<file path="src/rtl/n64_poll_responder.sv">
`default_nettype none
// ============================================================================
//  Module   : n64_poll_responder
//  Purpose  : Controller-side N64 joybus front end. Filters the raw data
//             line, decodes 8-bit console commands, and answers the poll
//             command (0x01) with a 32-bit controller-state frame.
//  Ports    : sys_clk       - system clock (CLK_PER_US cycles per us)
//             reset_n       - asynchronous active-low reset
//             n64d_in       - raw asynchronous data-line level
//             data[31:0]    - controller state, bit31 transmitted first
//             n64d_out      - level for the pad to drive
//             n64d_oe       - 1 = pad drives n64d_out, 0 = tristate
//             command[7:0]  - last decoded command byte
//             command_valid - one-cycle pulse when command updates
//             busy          - high from poll acceptance to stop-bit release
//  Revision : 1.0 - initial release
// ============================================================================
module n64_poll_responder #(
    parameter int CLK_PER_US       = 50,
    parameter int FILTER_LEN       = 4,
    parameter int TURNAROUND_CYC   = 100,
    parameter int IDLE_TIMEOUT_CYC = 300
) (
    input  logic        sys_clk,
    input  logic        reset_n,
    input  logic        n64d_in,
    input  logic [31:0] data,
    output logic        n64d_out,
    output logic        n64d_oe,
    output logic [7:0]  command,
    output logic        command_valid,
    output logic        busy
);

    // ------------------------------------------------------------------
    // Derived timing constants and counter widths
    // ------------------------------------------------------------------
    localparam int c_bit_cyc  = 4 * CLK_PER_US;   // one response bit cell
    localparam int c_stop_cyc = 2 * CLK_PER_US;   // response stop-bit low time
    localparam int c_thresh   = 2 * CLK_PER_US;   // receive 1/0 decision point
    localparam int c_flt_w    = $clog2(FILTER_LEN + 1);
    localparam int c_cnt_w    = $clog2(IDLE_TIMEOUT_CYC + c_bit_cyc + 1);
    localparam int c_ph_w     = $clog2(c_bit_cyc + 1);
    localparam int c_ta_w     = $clog2(TURNAROUND_CYC + 1);

    localparam logic [c_flt_w-1:0] c_flt_last  = c_flt_w'(FILTER_LEN - 1);
    localparam logic [c_cnt_w-1:0] c_bit_thr   = c_cnt_w'(c_thresh);
    localparam logic [c_cnt_w-1:0] c_idle_thr  = c_cnt_w'(IDLE_TIMEOUT_CYC);
    localparam logic [c_ph_w-1:0]  c_one_low   = c_ph_w'(CLK_PER_US);
    localparam logic [c_ph_w-1:0]  c_zero_low  = c_ph_w'(3 * CLK_PER_US);
    localparam logic [c_ph_w-1:0]  c_bit_last  = c_ph_w'(c_bit_cyc - 1);
    localparam logic [c_ph_w-1:0]  c_stop_last = c_ph_w'(c_stop_cyc - 1);
    // Entry into TURNAROUND already costs one cycle after command_valid and
    // the exit edge is the first driven cycle, hence the "-2".
    localparam logic [c_ta_w-1:0]  c_ta_last   = c_ta_w'(TURNAROUND_CYC - 2);

    localparam logic [1:0] c_st_idle = 2'd0;
    localparam logic [1:0] c_st_turn = 2'd1;
    localparam logic [1:0] c_st_bit  = 2'd2;
    localparam logic [1:0] c_st_stop = 2'd3;

    localparam logic [7:0] c_cmd_poll = 8'h01;

    // ------------------------------------------------------------------
    // Signals
    // ------------------------------------------------------------------
    logic               sync1_q, sync2_q;
    logic               filt_q, filt_d, filt_prev_q;
    logic [c_flt_w-1:0] flt_cnt_q, flt_cnt_d;

    logic [c_cnt_w-1:0] lowcnt_q, lowcnt_d;
    logic [c_cnt_w-1:0] highcnt_q, highcnt_d;
    logic [3:0]         bitcnt_q, bitcnt_d;
    logic [7:0]         shift_q, shift_d;
    logic               done_q, done_d;
    logic               armed_q, armed_d;
    logic [7:0]         cmd_q, cmd_d;
    logic               valid_q, valid_d;

    logic [1:0]         state_q, state_d;
    logic [c_ta_w-1:0]  ta_cnt_q, ta_cnt_d;
    logic [c_ph_w-1:0]  ph_q, ph_d;
    logic [4:0]         idx_q, idx_d;
    logic [31:0]        sr_q, sr_d;
    logic               out_q, out_d;
    logic               oe_q, oe_d;

    logic               w_busy;
    logic               w_fall;
    logic               w_rise;
    logic               w_idle;
    logic               w_bit;

    // ------------------------------------------------------------------
    // Input synchronizer and stability filter
    // ------------------------------------------------------------------
    // The filtered level only moves after FILTER_LEN consecutive samples
    // disagree with it; any agreeing sample restarts the count.
    always_comb begin
        flt_cnt_d = '0;
        filt_d    = filt_q;
        if (sync2_q != filt_q) begin
            if (flt_cnt_q == c_flt_last) begin
                filt_d = sync2_q;
            end else begin
                flt_cnt_d = flt_cnt_q + 1'b1;
            end
        end
    end

    always_ff @(posedge sys_clk or negedge reset_n) begin
        if (!reset_n) begin
            sync1_q     <= 1'b1;
            sync2_q     <= 1'b1;
            filt_q      <= 1'b1;
            filt_prev_q <= 1'b1;
            flt_cnt_q   <= '0;
        end else begin
            sync1_q     <= n64d_in;
            sync2_q     <= sync1_q;
            filt_q      <= filt_d;
            filt_prev_q <= filt_q;
            flt_cnt_q   <= flt_cnt_d;
        end
    end

    // ------------------------------------------------------------------
    // Command receiver
    // ------------------------------------------------------------------
    assign w_busy = (state_q != c_st_idle);
    assign w_fall = filt_prev_q & ~filt_q;
    assign w_rise = ~filt_prev_q & filt_q;
    assign w_idle = filt_q & (highcnt_q >= c_idle_thr);
    // On the rise cycle lowcnt_q holds the exact number of low cycles.
    assign w_bit  = (lowcnt_q < c_bit_thr);

    always_comb begin
        // Both run-length counters saturate instead of wrapping.
        if (filt_q) begin
            lowcnt_d = '0;
        end else if (lowcnt_q == '1) begin
            lowcnt_d = lowcnt_q;
        end else begin
            lowcnt_d = lowcnt_q + 1'b1;
        end

        if (!filt_q) begin
            highcnt_d = '0;
        end else if (highcnt_q == '1) begin
            highcnt_d = highcnt_q;
        end else begin
            highcnt_d = highcnt_q + 1'b1;
        end

        bitcnt_d = bitcnt_q;
        shift_d  = shift_q;
        done_d   = done_q;
        armed_d  = armed_q;
        cmd_d    = cmd_q;
        valid_d  = 1'b0;

        if (w_busy) begin
            // Our own transmission must not be decoded, and a rise left over
            // from it must not count: require a fresh fall after busy drops.
            bitcnt_d = '0;
            shift_d  = '0;
            done_d   = 1'b0;
            armed_d  = 1'b0;
        end else begin
            if (w_fall) begin
                armed_d = 1'b1;
            end
            if (w_idle) begin
                // Long high time: drop any partial byte and re-open reception.
                bitcnt_d = '0;
                shift_d  = '0;
                done_d   = 1'b0;
            end else if (w_rise && armed_q && !done_q) begin
                if (bitcnt_q == 4'd8) begin
                    // This pulse was the stop bit.
                    cmd_d    = shift_q;
                    valid_d  = 1'b1;
                    done_d   = 1'b1;
                    bitcnt_d = '0;
                end else begin
                    shift_d  = {shift_q[6:0], w_bit};
                    bitcnt_d = bitcnt_q + 1'b1;
                end
            end
        end
    end

    always_ff @(posedge sys_clk or negedge reset_n) begin
        if (!reset_n) begin
            lowcnt_q  <= '0;
            highcnt_q <= '0;
            bitcnt_q  <= '0;
            shift_q   <= '0;
            done_q    <= 1'b0;
            armed_q   <= 1'b0;
            cmd_q     <= '0;
            valid_q   <= 1'b0;
        end else begin
            lowcnt_q  <= lowcnt_d;
            highcnt_q <= highcnt_d;
            bitcnt_q  <= bitcnt_d;
            shift_q   <= shift_d;
            done_q    <= done_d;
            armed_q   <= armed_d;
            cmd_q     <= cmd_d;
            valid_q   <= valid_d;
        end
    end

    // ------------------------------------------------------------------
    // Poll response FSM
    // ------------------------------------------------------------------
    always_comb begin
        state_d  = state_q;
        ta_cnt_d = ta_cnt_q;
        ph_d     = ph_q;
        idx_d    = idx_q;
        sr_d     = sr_q;

        case (state_q)
            c_st_idle: begin
                if (valid_q && (cmd_q == c_cmd_poll)) begin
                    state_d  = c_st_turn;
                    ta_cnt_d = '0;
                end
            end
            c_st_turn: begin
                if (ta_cnt_q == c_ta_last) begin
                    // Frame is frozen here; later data changes are ignored.
                    state_d = c_st_bit;
                    sr_d    = data;
                    ph_d    = '0;
                    idx_d   = '0;
                end else begin
                    ta_cnt_d = ta_cnt_q + 1'b1;
                end
            end
            c_st_bit: begin
                if (ph_q == c_bit_last) begin
                    ph_d = '0;
                    if (idx_q == 5'd31) begin
                        state_d = c_st_stop;
                    end else begin
                        idx_d = idx_q + 1'b1;
                        sr_d  = {sr_q[30:0], 1'b0};
                    end
                end else begin
                    ph_d = ph_q + 1'b1;
                end
            end
            c_st_stop: begin
                if (ph_q == c_stop_last) begin
                    state_d = c_st_idle;
                    ph_d    = '0;
                end else begin
                    ph_d = ph_q + 1'b1;
                end
            end
            default: begin
                state_d = c_st_idle;
            end
        endcase

        // Pad controls are derived from the next state so they are glitch-free
        // flops aligned with the state they belong to.
        oe_d = (state_d == c_st_bit) || (state_d == c_st_stop);
        case (state_d)
            c_st_bit:  out_d = (ph_d >= (sr_d[31] ? c_one_low : c_zero_low));
            c_st_stop: out_d = 1'b0;
            default:   out_d = 1'b1;
        endcase
    end

    always_ff @(posedge sys_clk or negedge reset_n) begin
        if (!reset_n) begin
            state_q  <= c_st_idle;
            ta_cnt_q <= '0;
            ph_q     <= '0;
            idx_q    <= '0;
            sr_q     <= '0;
            out_q    <= 1'b1;
            oe_q     <= 1'b0;
        end else begin
            state_q  <= state_d;
            ta_cnt_q <= ta_cnt_d;
            ph_q     <= ph_d;
            idx_q    <= idx_d;
            sr_q     <= sr_d;
            out_q    <= out_d;
            oe_q     <= oe_d;
        end
    end

    assign n64d_out      = out_q;
    assign n64d_oe       = oe_q;
    assign command       = cmd_q;
    assign command_valid = valid_q;
    assign busy          = w_busy;

endmodule
`default_nettype wire

</file>
<file path="config.mk">
export PLATFORM = sky130hd
export DESIGN_NAME = n64_poll_responder
export DESIGN_NICKNAME = d
export VERILOG_FILES = /design/src/rtl/n64_poll_responder.sv
export SDC_FILE = /design/constraint.sdc
export NUM_CORES = 1
export LEC_CHECK = 0
export CORE_ASPECT_RATIO = 0.5
export CORE_MARGIN = 5
export CORE_UTILIZATION = 62
export DETAILED_ROUTE_END_ITERATION = 10
export PLACE_DENSITY_LB_ADDON = 0.3
export REMOVE_ABC_BUFFERS = 1
export SKIP_CTS_REPAIR_TIMING = 1
export SLEW_MARGIN = 20
export SYNTH_ARGS = -nofsm -noshare
export SYNTH_HDL_FRONTEND = slang
export SYNTH_SLANG_ARGS = --single-unit
</file>
<file path="constraint.sdc">
create_clock -name sys_clk -period 7.6 [get_ports sys_clk]
set_input_delay 1.14 -clock sys_clk [delete_from_list [all_inputs] [get_ports sys_clk]]
set_output_delay 1.14 -clock sys_clk [all_outputs]
set_load 0.02 [all_outputs]
</file>
# Word level (Yosys, flattened, before mapping)
# Cells that the tools add are included.
word_totals:
  reg_bits: 104
  latch_bits: 0
  ram_bits: 0
  romBits: 0
  inputBits: 35
  out_inout_bits: 12
  wordCells: 126
  mem_count: 0
op_classes:
  n_addsub: 7
  mul: 0
  div: 0
  magnitude_cmp: 3
  n_eq_ne: 23
  n_shift: 0
  mux: 47
  bitwise: 7
  reduce_logical: 18
op_table:
  columns: ["operator", "n"]
  rows:
  - ["$mux W32", 3]
  - ["$mux W8", 8]
  - ["$pmux W32 S2", 1]
  - ["$mux W9", 4]
  - ["$pmux W8 S3", 1]
  - ["$add A9 B1 Y9 const B", 2]
  - ["$eq A9 B9 Y1 const B", 2]
  - ["$mux W4", 4]
  - ["$mux W5", 3]
  - ["$mux W7", 2]
  - ["$ne A2 B2 Y1 const B", 7]
  - ["$pmux W7 S2", 1]
  - ["$mux W1", 10]
  - ["$mux W2", 5]
  - ["$pmux W5 S2", 1]
  - ["$ge A9 B9 Y1 const B", 1]
  - ["$lt A9 B7 Y1 const B", 1]
  - ["$add A8 B1 Y8 const B", 1]
  - ["$eq A2 B2 Y1 const B", 4]
  - ["$eq A8 B1 Y1 const B", 1]
  - ["$eq A8 B7 Y1 const B", 1]
  - ["$eq A8 B8 Y1 const B", 1]
  - ["$ge A8 B8 Y1", 1]
  - ["$pmux W2 S4", 1]
  - ["24 further kinds", 39]

# Logic depth before layout (Yosys ltp)
depth:
  word_depth: 7
  depth_mapped: 12
  depth_no_buf: 12

# Least setup slack after synthesis
# OpenSTA, ideal clock, no wires.
synth_path:
  kind: "reg-to-reg"
  from: "register state_q[0]"
  to: "register out_q, in the netlist n64d_out"
  setup_ps: 81
  arrival_time_ps: 2420
  required_ps: 7519
  path_slack_ps: 5099
  stages_incl_launch_ff: 13
  n_path_buf: 0
  synth_period_minus_slack_ps: 2501
  path_cell_list: "dfrtp_1 > inv_1 > ha_1 > nor4b_2 > a21oi_4 > o21ai_2 > nor2_1 > a21o_1 > a22o_1 > ha_1 > and2_1 > nand4b_1 > o211ai_1"
synth_between:
  elab_cells_between_ends: 17
  cone_classes: "order compare (1); eq/ne (5); mux (10); reduce/logical (1)"
synth_rtl:
  columns: ["element", "line_no", "rtl"]
  rows:
  - ["start: declaration", "80", "logic [1:0] state_q, state_d;"]
  - ["start signal: assignment", "281", "state_q <= c_st_idle;"]
  - ["start signal: assignment", "289", "state_q <= state_d;"]
  - ["$eq A2 B2 Y1 / $eq A2 B1 Y1 (equally long branches)", "225", "case (state_q)"]
  - ["$pmux W8 S3 (*)", "225", null]
  - ["via ph_d[7]", "82", "logic [c_ph_w-1:0] ph_q, ph_d;"]
  - ["$ge A8 B8 Y1 (*)", "273", "c_st_bit: out_d = (ph_d >= (sr_d[31] ? c_one_low : c_zero_low));"]
  - ["$pmux W1 S2 (*)", "272", "case (state_d)"]
  - ["via out_d", "85", "logic out_q, out_d;"]
  - ["end signal: assignment", "294", "out_q <= out_d;"]
  - ["end: declaration", "85", null]
# The timed path passes the listed nets; every way through them passes the cells marked *.
# A chain may end at the register's enable or synchronous reset.

# Worst setup path after layout
layout_path:
  from: "register state_q[1]"
  to: "output busy"
layout_between:
  elab_chain_cells: 1
layout_rtl:
  columns: ["element", "line_no", "rtl"]
  rows:
  - ["$reduce_bool A2 Y1", "130", "assign w_busy = (state_q != c_st_idle);"]
  - ["end: declaration", "32", "output logic busy"]
# Every way passes these cells.

==> impl_metrics.json <==
{
  "fp.dieArea_sq_um": 10300,
  "slew_headroom": 0.388,
  "postRouteAntennaNets": 0,
  "die_x_um": 138,
  "dr.pass1.iters": 5,
  "worst_path_max_delay_cell": "clkdlybuf4s50_1",
  "viasPerCell": 5.85,
  "synth_top_area_cell": "dfrtp_1",
  "drive_above_1_share": 0.0886,
  "dieHeight_um": 74.2,
  "h-tree-depth": 3,
  "final_util": 0.743,
  "crit_path_start_kind": "flop",
  "setup.worst_path.class": "reg -> out",
  "vias": 3826,
  "fmax_mhz": 273,
  "grt_pass1_wl_um": 17400,
  "yosysWarnings": 0,
  "finalCriticalPeriod_ps": 3660,
  "core_sq_um": 8000,
  "path_clk_slew_ps": 70,
  "avgSynthCellArea_sq_um": 10.3,
  "ios": 47,
  "vdd_drop_max_uv": 178,
  "fin_setup_tns_ps": 0,
  "grt_max_degree": 70,
  "detailed_place_hpwl_um": 6900,
  "report.final.slew_viol_count": 0,
  "nNetsFinal": 593,
  "worstPathArrival_ps": 2520,
  "crit_path_end_kind": "output pin",
  "synthesis.area_sq_um": 5110,
  "synth_edf_count": 0,
  "clock_latency_ps": 350,
  "cts-buffers-inserted": 9,
  "initial_core_util": 0.638,
  "dp_slack_ps": 4360,
  "slowest_delay_ps": 640,
  "crit_end": "busy",
  "reg2reg_depth": 11,
  "hp-class": "reg -> reg",
  "required_ps": 6460,
  "yosys.area.top_type_share": 0.485,
  "cts_root_buffer": "clkbuf_16",
  "rsz0062_at_grt": "false",
  "setup_slack_ps": 3940,
  "synthArstFlopShare": 1.00,
  "holdPathStages": 0,
  "yosys.cell_types.count": 55,
  "port_buffers": 46,
  "area.growth.synth_to_final_pct": 16.4,
  "antenna_found_initial": 0,
  "netlist_instances": 496,
  "drv.max_cap_violation_count": 0,
  "rr_endpoint": "n64d_out$_DFF_PN1_",
  "path_cells": "inv_1 > ha_1 > clkinv_1 > clkdlybuf4s50_1",
  "ys_seq_area_frac": 0.511,
  "drt_wl_total_um": 10200,
  "crit_path_start": "state_q[1]$_DFF_PN0_",
  "r2r-start": "ph_q[0]$_DFF_PN0_",
  "cts.path.max_buffers": 2,
  "grt_use_total": 0.209,
  "setup_violations": 0,
  "total_power_mw": 1.70,
  "clock-sinks": 104,
  "r2r_slack_ps": 4450,
  "skew_ps": 7.19,
  "tightestPinTransition_ps": 916,
  "synth_seq_cells": 104,
  "p_leak_nw": 2.60,
  "num_antenna_cells": 0,
  "status": "finished, final reports clean",
  "grt_overflow": 0,
  "synth_flop_cell": "dfrtp_1",
  "drc": 0,
  "critPathTopFamily": "buffers and inverters",
  "num_rows": 23,
  "power_density_nw_per_um2": 286,
  "drt_iter0_drc": 318,
  "path_depth": 4,
  "post_drt_wl_per_cell_um": 15.5,
  "cp_num_buf_inv": 3,
  "tritoncts": "yes",
  "period_share": 0.482,
  "path_max_fanout": 15,
  "synthTopCellsByArea": "dfrtp_1 (49%), ha_1 (5.1%), a22oi_1 (5.0%)",
  "grt_pass1_vias": 3679,
  "gp_congestion": 0.868,
  "hold_violations": 0
}
power breakdown:
part	internal [mW]	switching, mW
logic	0.180	0.283
clock network	0.242	0.200
registers	0.693	0.102
per-layer routing:
metal | vias to the layer above | wire length (um) | track usage
li1 | 1858 | - | -
met1 | 1864 | 4830 | 0.284
met2 | 92 | 4780 | 0.351
met3 | 12 | 406 | 0.0417
met4 | 0 | 132 | 0.0668
met5 | - | 0 | 0
worst reg2reg max path, stage by stage, from the launching register on:
cell,delay (ps)
dfrtp_1,400
ha_1,230
and4bb_2,320
nand3_1,220
nor3b_4,690
a22o_1,290
a22o_1,190
inv_1,60
ha_1,260
and2_1,110
nand4b_1,90
o211ai_1,210
cells in the mapped netlist, drive strengths merged, types with 2 or more instances:
cell    number
a21o         3
a21oi       14
a22o         6
a22oi       34
a31oi        4
a41oi        2
and2         4
and3         3
buf          8
clkbuf      12
dfrtp       99
dfstp        5
ha          21
inv         17
mux2        10
mux2i       11
nand2       53
nand3       20
nand4        3
nand4b       4
nor2        50
nor2b        8
nor3         5
nor3b        4
nor4         5
nor4b        4
o211ai       2
o21ai       49
o41ai        2
or3          3
xnor2        7
xor2        11
cell usage in the layout, fill, tap and decap left out, types with 2 or more instances in the layout:
cell              n
a21o_1            3
a21oi_1          13
a22o_1            6
a22oi_1          34
a31oi_1           4
and2_1            4
and3_1            3
buf_4             4
clkbuf_1          2
clkbuf_16         9
clkbuf_8          2
clkdlybuf4s50_1  45
dfrtp_1          99
dfstp_2           5
ha_1             21
inv_1            17
mux2_2            2
mux2_4            8
mux2i_1          11
nand2_1          52
nand3_1          20
nand4_1           3
nand4b_1          4
nor2_1           49
nor2b_1           8
nor3_1            5
nor3b_1           3
nor4_1            5
nor4b_2           3
o211ai_1          2
o21ai_0          45
o21ai_2           3
o41ai_1           2
or3_1             3
xnor2_1           7
xor2_1           11
through the flow:
stage	instance area, sq um	hold slack, ps	cells
3_5_place_dp	5660	349	638
6_report	5950	353	654
2_1_floorplan	5020	345	476
3_3_place_gp	5650	346	637
5_1_grt	5950	363	654
4_1_cts	5950	358	654
final cells by class:
type                    instances  area, sq um
multi-input cells             354         2350
repair buffers                 50          495
inverters                      18         67.6
clock inverters                 3         25.0
clock buffers                  13          260
fillers                       575         2050
flip-flops and latches        104         2610
well taps                     112          140
kinds of logic (layout without fill, tap and decap cells):
group                    after synthesis  after routing  synth area share
multiplexers                          21             21            0.0495
adder cells (fa/ha/maj)               21             21            0.0515
buffers and inverters                 38             84            0.0309
AO/OA/AOI/OAI                        126            126             0.165
flip-flops                           104            104             0.511
XOR/XNOR                              18             18            0.0309
AND/OR/NAND/NOR                      168            168             0.161
worst min-delay path by stage:
stage,from,endpoint,slack (ps)
6_report,sync1_q$_DFF_PN1_,sync2_q$_DFF_PN1_,350
5_1_grt,sync1_q$_DFF_PN1_,sync2_q$_DFF_PN1_,360
4_1_cts,sync1_q$_DFF_PN1_,sync2_q$_DFF_PN1_,360
3_5_place_dp,sync1_q$_DFF_PN1_,sync2_q$_DFF_PN1_,350
3_3_place_gp,sync1_q$_DFF_PN1_,sync2_q$_DFF_PN1_,350
2_1_floorplan,sync1_q$_DFF_PN1_,sync2_q$_DFF_PN1_,350
state kept, by name, indices dropped and copies added (netlist names):
| name | count |
|---|---|
| armed_q | 1 |
| bitcnt_q | 4 |
| command | 8 |
| command_valid | 1 |
| done_q | 1 |
| filt_prev_q | 1 |
| filt_q | 1 |
| flt_cnt_q | 3 |
| highcnt_q | 9 |
| idx_q | 5 |
| lowcnt_q | 9 |
| n64d_oe | 1 |
| n64d_out | 1 |
| ph_q | 8 |
| shift_q | 8 |
| sr_q | 32 |
| state_q | 2 |
| sync1_q | 1 |
| sync2_q | 1 |
| ta_cnt_q | 7 |
(Power assumes the default switching activity.)
